## src/rtl/ivector_relay_if.sv

```systemverilog
// Method-port bundle between the request decoder, the relay and the indication proxy.
// master drives say/enables and consumes the indication; slave is the relay itself.
interface ivector_relay_if #(
    parameter int METH_W = 32,
    parameter int V_W    = 32
);
    logic              say__ENA;
    logic [METH_W-1:0] say_meth;
    logic [V_W-1:0]    say_v;
    logic              say__RDY;
    logic              ind_heard__ENA;
    logic [METH_W-1:0] ind_heard_meth;
    logic [V_W-1:0]    ind_heard_v;
    logic              ind_heard__RDY;
    logic              rule_enable;
    logic              rule_ready;

    modport master (
        output say__ENA, say_meth, say_v, ind_heard__RDY, rule_enable,
        input  say__RDY, ind_heard__ENA, ind_heard_meth, ind_heard_v, rule_ready
    );

    modport slave (
        input  say__ENA, say_meth, say_v, ind_heard__RDY, rule_enable,
        output say__RDY, ind_heard__ENA, ind_heard_meth, ind_heard_v, rule_ready
    );
endinterface

```

## src/rtl/ivector_relay.sv

```systemverilog
// say->heard relay: DEPTH-entry circular FIFO, dequeued by the scheduler-gated respond rule.
// Latency 1 cycle min (0 on empty when IVECTOR_RELAY_BYPASS_EN is defined); strict FIFO order.
// Backpressure: say__RDY drops only when full; ind_heard__RDY low freezes the head.
module ivector_relay #(
    parameter  int METH_W = 32,
    parameter  int V_W    = 32,
    parameter  int DEPTH  = 4,
    parameter  int HIWAT  = 3,
    localparam int CNT_W  = $clog2(DEPTH) + 1
) (
    input  logic                CLK,
    input  logic                RST,
    ivector_relay_if.slave      bus,
    output logic [CNT_W-1:0]    occupancy,
    output logic                hiwat,
    output logic [31:0]         heard_count
);
    localparam int PTR_W = $clog2(DEPTH);

    typedef struct packed {
        logic [METH_W-1:0] meth;
        logic [V_W-1:0]    v;
    } entry_t;

    entry_t           r_mem [DEPTH];
    logic [PTR_W-1:0] r_rd_ptr;
    logic [PTR_W-1:0] r_wr_ptr;
    logic [CNT_W-1:0] r_occ;
    logic             r_hiwat;
    logic [31:0]      r_heard_cnt;

    logic [CNT_W-1:0] w_occ_nxt;
    logic             w_empty;
    logic             w_full;
    logic             w_enq;
    logic             w_store;
    logic             w_deq;
    logic             w_byp;
    logic             w_fire;
    entry_t           w_head;

    // Full/empty come from occupancy alone; pointers are equal in both cases.
    assign w_empty = (r_occ == '0);
    assign w_full  = (r_occ == CNT_W'(DEPTH));
    assign w_head  = r_mem[r_rd_ptr];

    assign bus.say__RDY = !w_full;
    assign w_enq        = bus.say__ENA & !w_full;
    assign w_deq        = bus.rule_enable & !w_empty & bus.ind_heard__RDY;

`ifdef IVECTOR_RELAY_BYPASS_EN
    // Empty FIFO with a consumer ready: hand the request straight through, store nothing.
    assign w_byp              = w_empty & bus.say__ENA & bus.rule_enable & bus.ind_heard__RDY;
    assign bus.rule_ready     = (!w_empty & bus.ind_heard__RDY) | w_byp;
    assign bus.ind_heard_meth = w_byp ? bus.say_meth : w_head.meth;
    assign bus.ind_heard_v    = w_byp ? bus.say_v    : w_head.v;
`else
    assign w_byp              = 1'b0;
    assign bus.rule_ready     = !w_empty & bus.ind_heard__RDY;
    assign bus.ind_heard_meth = w_head.meth;
    assign bus.ind_heard_v    = w_head.v;
`endif

    assign w_store            = w_enq & !w_byp;
    assign w_fire             = w_deq | w_byp;
    assign bus.ind_heard__ENA = w_fire;

    always_comb begin
        w_occ_nxt = r_occ;
        if (w_store && !w_deq) begin
            w_occ_nxt = r_occ + CNT_W'(1);
        end else if (w_deq && !w_store) begin
            w_occ_nxt = r_occ - CNT_W'(1);
        end
    end

    always_ff @(posedge CLK) begin
        if (w_store) begin
            r_mem[r_wr_ptr] <= '{meth: bus.say_meth, v: bus.say_v};
        end
    end

    always_ff @(posedge CLK) begin
        if (RST) begin
            r_rd_ptr    <= '0;
            r_wr_ptr    <= '0;
            r_occ       <= '0;
            r_hiwat     <= 1'b0;
            r_heard_cnt <= '0;
        end else begin
            if (w_store) begin
                r_wr_ptr <= r_wr_ptr + PTR_W'(1);
            end
            if (w_deq) begin
                r_rd_ptr <= r_rd_ptr + PTR_W'(1);
            end
            r_occ   <= w_occ_nxt;
            // Fed from next-state occupancy so hiwat lines up with occupancy.
            r_hiwat <= (w_occ_nxt >= CNT_W'(HIWAT));
            if (w_fire && (r_heard_cnt != 32'hFFFF_FFFF)) begin
                r_heard_cnt <= r_heard_cnt + 32'd1;
            end
        end
    end

    assign occupancy   = r_occ;
    assign hiwat       = r_hiwat;
    assign heard_count = r_heard_cnt;
endmodule

```

## src/flat_wrapper.sv

```systemverilog
// flat-port wrapper written by rule: the top's interface ports become plain ports
module ivector_relay_flat 
#(
    parameter  int METH_W = 32,
    parameter  int V_W    = 32,
    parameter  int DEPTH  = 4,
    parameter  int HIWAT  = 3,
    localparam int CNT_W  = $clog2(DEPTH) + 1
)
  (CLK, RST, occupancy, hiwat, heard_count, bus_say__ENA, bus_say_meth, bus_say_v, bus_ind_heard__RDY, bus_rule_enable, bus_say__RDY, bus_ind_heard__ENA, bus_ind_heard_meth, bus_ind_heard_v, bus_rule_ready);
  ivector_relay_if #(.METH_W(METH_W), .V_W(V_W)) bus_i ();
  input  logic CLK;
  input  logic RST;
  output logic [CNT_W-1:0] occupancy;
  output logic hiwat;
  output logic [31:0] heard_count;
  input wire logic [$bits(bus_i.say__ENA)-1:0] bus_say__ENA;
  input wire logic [$bits(bus_i.say_meth)-1:0] bus_say_meth;
  input wire logic [$bits(bus_i.say_v)-1:0] bus_say_v;
  input wire logic [$bits(bus_i.ind_heard__RDY)-1:0] bus_ind_heard__RDY;
  input wire logic [$bits(bus_i.rule_enable)-1:0] bus_rule_enable;
  output wire logic [$bits(bus_i.say__RDY)-1:0] bus_say__RDY;
  output wire logic [$bits(bus_i.ind_heard__ENA)-1:0] bus_ind_heard__ENA;
  output wire logic [$bits(bus_i.ind_heard_meth)-1:0] bus_ind_heard_meth;
  output wire logic [$bits(bus_i.ind_heard_v)-1:0] bus_ind_heard_v;
  output wire logic [$bits(bus_i.rule_ready)-1:0] bus_rule_ready;
  assign bus_i.say__ENA = bus_say__ENA;
  assign bus_i.say_meth = bus_say_meth;
  assign bus_i.say_v = bus_say_v;
  assign bus_i.ind_heard__RDY = bus_ind_heard__RDY;
  assign bus_i.rule_enable = bus_rule_enable;
  assign bus_say__RDY = bus_i.say__RDY;
  assign bus_ind_heard__ENA = bus_i.ind_heard__ENA;
  assign bus_ind_heard_meth = bus_i.ind_heard_meth;
  assign bus_ind_heard_v = bus_i.ind_heard_v;
  assign bus_rule_ready = bus_i.rule_ready;
  ivector_relay #(.METH_W(METH_W), .V_W(V_W), .DEPTH(DEPTH), .HIWAT(HIWAT)) u_core (.CLK(CLK), .RST(RST), .bus(bus_i), .occupancy(occupancy), .hiwat(hiwat), .heard_count(heard_count));
endmodule
```

## config.mk

```make
export PLATFORM = sky130hd
export DESIGN_NAME = ivector_relay_flat
export DESIGN_NICKNAME = d
export VERILOG_FILES = /design/src/rtl/ivector_relay_if.sv /design/src/rtl/ivector_relay.sv /design/src/flat_wrapper.sv
export SDC_FILE = /design/constraint.sdc
export NUM_CORES = 1
export LEC_CHECK = 0
export CAP_MARGIN = 20
export CORE_UTILIZATION = 58
export DETAILED_ROUTE_END_ITERATION = 12
export GPL_TIMING_DRIVEN = 0
export PLACE_DENSITY = 0.95
export SYNTH_ARGS = -nofsm -noshare
export SYNTH_HDL_FRONTEND = slang
export SYNTH_SLANG_ARGS = --single-unit
```

## constraint.sdc

```tcl
create_clock -name CLK -period 6.25 [get_ports CLK]
set_clock_uncertainty 0.2 [all_clocks]
set_input_delay 1.25 -clock CLK [delete_from_list [all_inputs] [get_ports CLK]]
set_output_delay 1.25 -clock CLK [all_outputs]
set_load 0.01 [all_outputs]
```

### Word level (Yosys, flattened, before mapping)

Memories as Yosys holds them, arrays and structs flattened. A register that Yosys moved wholly into a read port is not among the register bits.
Index checks and enable logic that the tools add are counted.

| storage, ports and cells | value |
|---|---|
| register bits | 40 |
| bits in writable memories | 256 |
| bits of input ports | 69 |
| word-level logic and storage cells | 32 |
| memories kept | 1 |

| operators by class | value |
|---|---|
| add/sub/neg operators | 5 |
| $lt $le $gt $ge | 1 |
| equality and inequality tests | 2 |
| mux-type cells | 6 |
| bitwise logic cells | 4 |
| reduce and logical (&&, ||, !) cells | 8 |

Memory list:

| name | words | width | rd ports | clocked after memory_dff | wr ports | line | RTL |
|---|---|---|---|---|---|---|---|
| u_core.r_mem | 4 | 64 | 1 | 1 | 1 | ivector_relay.sv:25 | `entry_t r_mem [DEPTH];` |

Operators by type and width:

| kind | number |
|---|---|
| adder 32 x 1 -> 32 bit, second input constant | 1 |
| inequality test 32 bit, second input constant | 1 |
| 2-to-1 mux 3 bit | 2 |
| adder 2 x 1 -> 2 bit, second input constant | 2 |
| AND 1 bit | 4 |
| zero test 1 bit | 4 |
| 2-to-1 mux 2 bit | 2 |
| adder 3 x 1 -> 3 bit, second input constant | 1 |
| equality test 3 bit, second input constant | 1 |
| greater-or-equal comparator 3 x 2 -> 1 bit, second input constant | 1 |
| logical AND 1 bit | 3 |
| zero test 3 bit | 1 |
| subtractor 3 x 1 -> 3 bit, second input constant | 1 |
| 2-to-1 mux 1 bit | 2 |

### Logic depth before layout (Yosys ltp)

Gate-level depths: netlist (run 1).

| depth | value |
|---|---|
| depth in word-level cells | 8 |
| depth in mapped cells | 9 |
| depth with buffers taken out | 8 |

### Worst setup path after synthesis (run 1)

No wires, ideal clock.

| timing path | value |
|---|---|
| kind | input-to-reg |
| from | input bus_say__ENA |
| to | memory u_core.r_mem[0][0] (netlist bit), enable pin |
| data arrival time | 3.418 ns |
| setup slack | 2.203 ns |
| stages on the path | 3 |
| cell sequence | a21boi_0 -> clkbuf_1 -> and2_1 |

| on the way | value |
|---|---|
| word-level cells in the longest chain between the ends | 3 |

Ends and longest elaborated chain:

| what | line | RTL |
|---|---|---|
| start, declared | flat_wrapper.sv:17 | `input wire logic [$bits(bus_i.say__ENA)-1:0] bus_say__ENA;` |
| AND 1 bit | ivector_relay.sv:48 | `assign w_enq = bus.say__ENA & !w_full;` |
| 2-to-1 mux 1 bit | ivector_relay.sv:78 | `if (w_store) begin` |
| 2-to-1 mux 1 bit (implied by the code) | ivector_relay.sv:79 | `r_mem[r_wr_ptr] <= '{meth: bus.say_meth, v: bus.say_v};` |
| end, declared | ivector_relay.sv:25 |  |

No other way between the ends.

### Worst setup path after layout (run 1)

| timing path | value |
|---|---|
| from | input bus_ind_heard__RDY |
| to | output bus_ind_heard__ENA |

| on the way | value |
|---|---|
| word-level cells in the longest chain between the ends | 1 |

Ends and longest elaborated chain:

| what | line | RTL |
|---|---|---|
| start, declared | flat_wrapper.sv:20 | `input wire logic [$bits(bus_i.ind_heard__RDY)-1:0] bus_ind_heard__RDY;` |
| AND 1 bit | ivector_relay.sv:49 | `assign w_deq = bus.rule_enable & !w_empty & bus.ind_heard__RDY;` |
| end, declared | flat_wrapper.sv:23 | `output wire logic [$bits(bus_i.ind_heard__ENA)-1:0] bus_ind_heard__ENA;` |

No other way between the ends.

==> results of run 1 <==
[flip-flops by register name, indices dropped and copies added (netlist names), named ones only]
signal / count
u_core.heard_count: 32
u_core.hiwat: 1
u_core.occupancy: 3
u_core.r_mem: 256
u_core.r_rd_ptr: 2
u_core.r_wr_ptr: 2
[synth_stat cells (all sizes together)]
cell type,instances
mux4,64
nor4b,2
o21ai,16
buf,14
nand3,8
o22ai,1
nand2,21
a21oi,24
nor3,3
nand3b,1
and3,2
mux2,8
xnor2,6
mux2i,1
maj3,2
o2111ai,1
ha,8
dfxtp,42
or4,9
edfxtp,256
o31ai,7
o2bb2ai,1
a21boi,1
nor4,9
clkbuf,13
and2,8
inv,10
and4,4
clkinv,1
xor2,1
nand4,10
nor2,19
nand2b,2
or3,15
nor2b,8
[routing by layer]
layer | GRT usage | vias up
met5 | 0 | -
met2 | 0.432 | 328
met4 | 0.0673 | 0
met3 | 0.0454 | 38
li1 | - | 2841
met1 | 0.318 | 3256
[worst min-delay path, stage by stage, from the launching register on]
cell	delay, ps
dfxtp_1	330
o21ai_0	80
a21oi_1	60
[power by group through the flow]
stage	Clock [mW]	Combinational, mW	Sequential (mW)
after detailed placement	0	0.688	2.38
after floorplan	0	0.340	2.37
after global routing	1.66	0.736	2.35
after global placement	0	0.655	2.38
after CTS	1.59	0.700	2.34
final	1.57	0.691	2.34
[how the worst max path moves through the flow]
stage,startpoint,end,cells past startpoint
finish,bus_ind_heard__RDY,bus_ind_heard__ENA,6
global route,bus_ind_heard__RDY,bus_ind_heard__ENA,6
floorplan,bus_say__ENA,u_core.r_mem[0][0],3
global placement,bus_say__ENA,u_core.r_mem[0][36],4
CTS,bus_ind_heard__RDY,bus_ind_heard__ENA,6
detailed placement,bus_ind_heard__RDY,bus_ind_heard__ENA,6
[cell families after synthesis]
| logic type | Yosys count | synth area share |
|---|---|---|
| DFF | 298 | 0.749 |
| and+or+nand+nor | 121 | 0.0616 |
| muxes | 73 | 0.135 |
| AOI/OAI and AO/OA | 51 | 0.0249 |
| buffers and inverters | 38 | 0.0136 |
| adders and majority gates | 10 | 0.0105 |
| xor gates and xnor gates | 7 | 0.00538 |
[cell type report]
class / instances / share of cell area
Inverter: 11 / 0.00287
Buffer: 27 / 0.00791
Sequential cell: 298 / 0.592
Clock inverter: 14 / 0.00608
Multi-Input combinational cell: 262 / 0.189
Clock buffer: 38 / 0.0528
Timing Repair Buffer: 175 / 0.127
Tap cell: 260 / 0.0226
[per-stage QoR]
| stage | util | worst slack, ps | hold WS [ps] | area (sq um) | cells |
|---|---|---|---|---|---|
| floorplan | - | 2200 | 285 | 11400 | 598 |
| global placement | 0.708 | 566 | 289 | 13400 | 1029 |
| detailed placement | 0.715 | 1310 | 297 | 13500 | 1033 |
| CTS | 0.759 | 1300 | 313 | 14400 | 1085 |
| global route | 0.759 | 1120 | 345 | 14400 | 1085 |
| finish | 0.759 | 1260 | 314 | 14400 | 1085 |
==> results.tsv, run 1 <==
metric	value	unit
status	finished, final reports clean	
grt_pass1_vias	6497	
cp-end-kind	output pin	
num-fill-cells	1034	
synth_cells	598	
hpwl	14.9	mm
powerDensity	320	mW/mm^2
tightest_slew	895	ps
die-height	142	um
post-route-min-period	4990	ps
overflow	0	
yosys_warnings	0	
worstSetupPathType	input pin to output pin	
required	4800	ps
whs_endpoint	u_core.heard_count[27]	
slowest_delay	660	ps
final_cell_mix	edfxtp_1, clkdlybuf4s50_1, mux4_2, dfxtp_1, clkbuf_16	
ant_nets	0	
intPower	3.56	mW
wl_met3	1.93	mm
reg2regPathDepth	6	
synth_top_area_cell	edfxtp_1	
ys_types	43	
slew_headroom	0.403	
worst_setup_path_start_kind	input pin	
power_frac_seq	0.508	
vias	6463	
p_switching	1.05	mW
crit_buf_inv	4	
core_area	0.0190	sq mm
hold-path-cell-count	2	
timing.reg2reg.setup_slack	3320	ps
drt-initial-drc-count	479	
finalSetupViolCount	0	
track_usage	0.247	
seq_area_frac_synth	0.749	
cp.arrival	3540	ps
wl_met1	9.55	mm
htreeDepth	1	
cts.sinks	298	
crit_chain	clkdlybuf4s50_1, and2_1, nand2_1, clkinv_1, buf_1, clkdlybuf4s50_1	
p_comb_frac	0.150	
hold_path_class	flip-flop to flip-flop	
reg2reg_to	u_core.r_mem[2][51]	
p_clk_frac	0.342	
rsz0062_at_grt	no	
syn_nets	675	
syn_area	0.0114	sq mm
top_layer_used	met4	
antenna_found_initial	0	
die-area	0.0202	sq mm
num_rows	50	
gp_congestion	0.984	
wl_met2	12.8	mm
drt-total-wl	24.7	mm
peakVddDrop	0.214	mV
finalSetupTns	0	ps
critical_path.top_delay_family	buffers and inverters	
multi_input_area	0.00272	sq mm
synth_area_per_cell	19.1	sq um
die_w	142	um
synth_area_leaders	edfxtp_1, mux4_2, dfxtp_1	
layout-drive-gt1-share	0.144	
finalHoldViolations	0	
drc_errors	0	
critPathSlowestCell	clkdlybuf4s50_1	
hold_start	u_core.heard_count[27]	
grt_pass1_wl	37.0	mm
clock_latency	520	ps
synth_top_area_frac	0.675	
path_clk_slew	60	ps
ctsResizeCount	0	
io_buffers	171	
netSwitchingFraction	0.228	
clock.fmax	200	MHz
post_cts_buffers	0	
diodes	0	
syn_to_final_growth	26.4	%
total_power	4.61	mW
drv_slew	0	
r2r_start	u_core.occupancy[0]	
p_leak	4.55	nW
cp_common_cell	clkdlybuf4s50_1	
path_max_fanout	10	
final_common_cell	edfxtp_1	
synth_seq_cells	298	
fin_nets	881	
via_per_inst	5.96	
wl_per_cell	22.8	um
seq_area	0.00853	sq mm
ctsLongestPathBuffers	3	
min_period_over_period	0.799	
cts_hold_buf	0	
grt_max_degree	58	
firstDrtPassIters	5	
ioPinCount	172	
cts_tree	yes	
maxCapViolations	0	
start_util	0.601	
cts-root-buf	clkbuf_16	
cts_buffers	29	
Note: power is estimated with default switching activity, not from simulation.
==> run 2, diff against run 1 <==
--- a/config.mk
+++ b/config.mk
@@ -6,10 +6,10 @@
 export NUM_CORES = 1
 export LEC_CHECK = 0
 export CAP_MARGIN = 20
-export CORE_UTILIZATION = 58
+export CORE_UTILIZATION = 49
 export DETAILED_ROUTE_END_ITERATION = 12
 export GPL_TIMING_DRIVEN = 0
-export PLACE_DENSITY = 0.95
+export PLACE_DENSITY = 0.86
 export SYNTH_ARGS = -nofsm -noshare
 export SYNTH_HDL_FRONTEND = slang
 export SYNTH_SLANG_ARGS = --single-unit
==> constraint.sdc (replaced) <==
create_clock -name CLK -period 4.2 [get_ports CLK]
set_clock_uncertainty 0.2 [all_clocks]
set_input_delay 0.84 -clock CLK [delete_from_list [all_inputs] [get_ports CLK]]
set_output_delay 0.84 -clock CLK [all_outputs]
set_load 0.01 [all_outputs]
==> results.tsv, run 2 (synthesis results as in run 1) <==
metric	value	unit	change
cp.arrival	2920	ps	-620 ps
drt-total-wl	22.9	mm	-7.4%
p_switching	1.58	mW	+51%
worstSetupPathType	input pin to output pin		
ctsLongestPathBuffers	3		unchanged
timing.reg2reg.setup_slack	1330	ps	-1990 ps
r2r_start	u_core.occupancy[0]		
largest_reg_flops	256		unchanged
p_clk_frac	0.355		+0.013
overflow	0		unchanged
final_common_cell	edfxtp_1		
path_max_fanout	16		+6
utilization	0.640		-0.120
maxCapViolations	0		unchanged
grt_pass1_wl	35.4	mm	-4.4%
clock_latency	540	ps	+20 ps
p_comb_frac	0.145		-0.005
whs	321	ps	+7.50 ps
worst_setup_path_start_kind	input pin		
place_ws	60.2	ps	-1250 ps
cts.sinks	298		unchanged
powerDensity	479	mW/mm^2	+50%
intPower	5.37	mW	+51%
drc_errors	0		unchanged
ioPinCount	172		unchanged
start_util	0.502		-0.0993
cts_hold_buf	0		unchanged
tightest_slew	681	ps	-215 ps
stdcell_area	0.0145	sq mm	+0.90%
crit_start	bus_ind_heard__RDY		
final_cell_mix	edfxtp_1, clkdlybuf4s50_1, mux4_2, dfxtp_1, clkbuf_16		
cp-end-kind	output pin		
drv_slew	0		unchanged
gp_congestion	0.909		-7.6%
firstDrtPassIters	5		unchanged
post-route-min-period	3960	ps	
antenna_found_initial	0		unchanged
netSwitchingFraction	0.228		about the same
track_usage	0.193		-0.0534
die-height	154	um	+8.7%
status	finished, final reports clean		
grt_pass1_vias	6431		-1.0%
cts_buffers	29		unchanged
p_leak	4.59	nW	+0.90%
layout-drive-gt1-share	0.165		+0.0206
htreeDepth	1		unchanged
finalHoldViolations	0		unchanged
syn_to_final_growth	27.5	%	
clock.fmax	252	MHz	
die-area	0.0239	sq mm	+18%
finalSetupViolCount	0		unchanged
drt-initial-drc-count	326		-32%
cts_tree	yes		
num_rows	55		+10%
via_per_inst	5.65		-5.1%
setup_ws	238	ps	-1020 ps
final_cell_count_no_fill	1110		+2.3%
slew_headroom	0.546		+0.143
wl_per_cell	20.6	um	-9.5%
ant_nets	0		unchanged
die_w	154	um	+8.7%
cts-root-buf	clkbuf_16		
vias	6277		-2.9%
hold_start	u_core.heard_count[16]		
top_register	u_core.r_mem		
hold_path_class	flip-flop to flip-flop		
rsz0062_at_grt	no		
min_period_over_period	0.943		
grt_max_degree	57		-1.7%
peakVddDrop	0.238	mV	+11%
hpwl	14.7	mm	-1.4%
core_area	0.0227	sq mm	+20%
dp_cells	1058		+2.4%
required	3160	ps	-1640 ps
power_frac_seq	0.500		-0.008
placed_area	0.0136	sq mm	+0.18%
io_buffers	171		unchanged
fin_nets	879		-0.23%
path_clk_slew	70	ps	about the same
diodes	0		unchanged
run 2: changes by cell type in the layout (fill, tap and decap cells not counted), sizes merged:
cell	delta
bufinv	+1
clkinv	+1
buf	-7
clkbuf	-5
clkdlybuf4s15	+6
inv	+1
clkinvlp	+3
run 2: final timing paths:
path / cells past startpoint / end
worst min register to register: 2 / u_core.heard_count[16]
worst min-delay path: 2 / u_core.heard_count[16]
worst max-delay path: 5 / bus_ind_heard__ENA
worst max register to register: 6 / u_core.r_mem[0][61]
run 2: per-layer routing:
metal,global-route usage,share of wire,vias to the layer above
li1,-,-,2838
met1,0.257,0.41,3154
met3,0.0398,0.076,24
met5,0,0,-
met2,0.329,0.50,261
met4,0.0453,0.013,0
run 2: critical path, stage by stage:
cell and delay (ps):
clkdlybuf4s50_1 430, and2_1 180, nand2_1 270, clkinv_1 560, clkdlybuf4s50_1 650
run 2: through the flow:
stage / total power [mW] / TNS [ps]
CTS: 7.02 / 0
finish: 6.95 / 0
detailed placement: 4.55 / 0
global placement: 4.52 / -289080
global route: 7.19 / 0
floorplan: 4.03 / 0
run 2: cell type report:
cell class	instances	area (sq um)
Sequential cell	298	8530
Fill cell	1531	8180
Multi-Input combinational cell	262	2720
Timing Repair Buffer	175	1810
Clock buffer	34	744
Tap cell	285	357
Clock inverter	20	170
Buffer	25	151
Inverter	11	41.3
run 2: timing repair:
| item | CTS | global route |
|---|---|---|
| setup endpoints to repair | 60 | 1 |
| gates cloned | 0 | 0 |
| pin swaps | 0 | 0 |
| setup buffers | 0 | 0 |
| gates resized for setup | 12 | 0 |
run 2: power groups by stage:
| stage | Clock [mW] | Sequential, mW | Combinational, mW |
|---|---|---|---|
| 2_1_floorplan | 0 | 3.53 | 0.506 |
| 3_3_place_gp | 0 | 3.54 | 0.980 |
| 3_5_place_dp | 0 | 3.53 | 1.02 |
| 4_1_cts | 2.51 | 3.48 | 1.03 |
| 5_1_grt | 2.62 | 3.49 | 1.08 |
| 6_report | 2.47 | 3.48 | 1.01 |
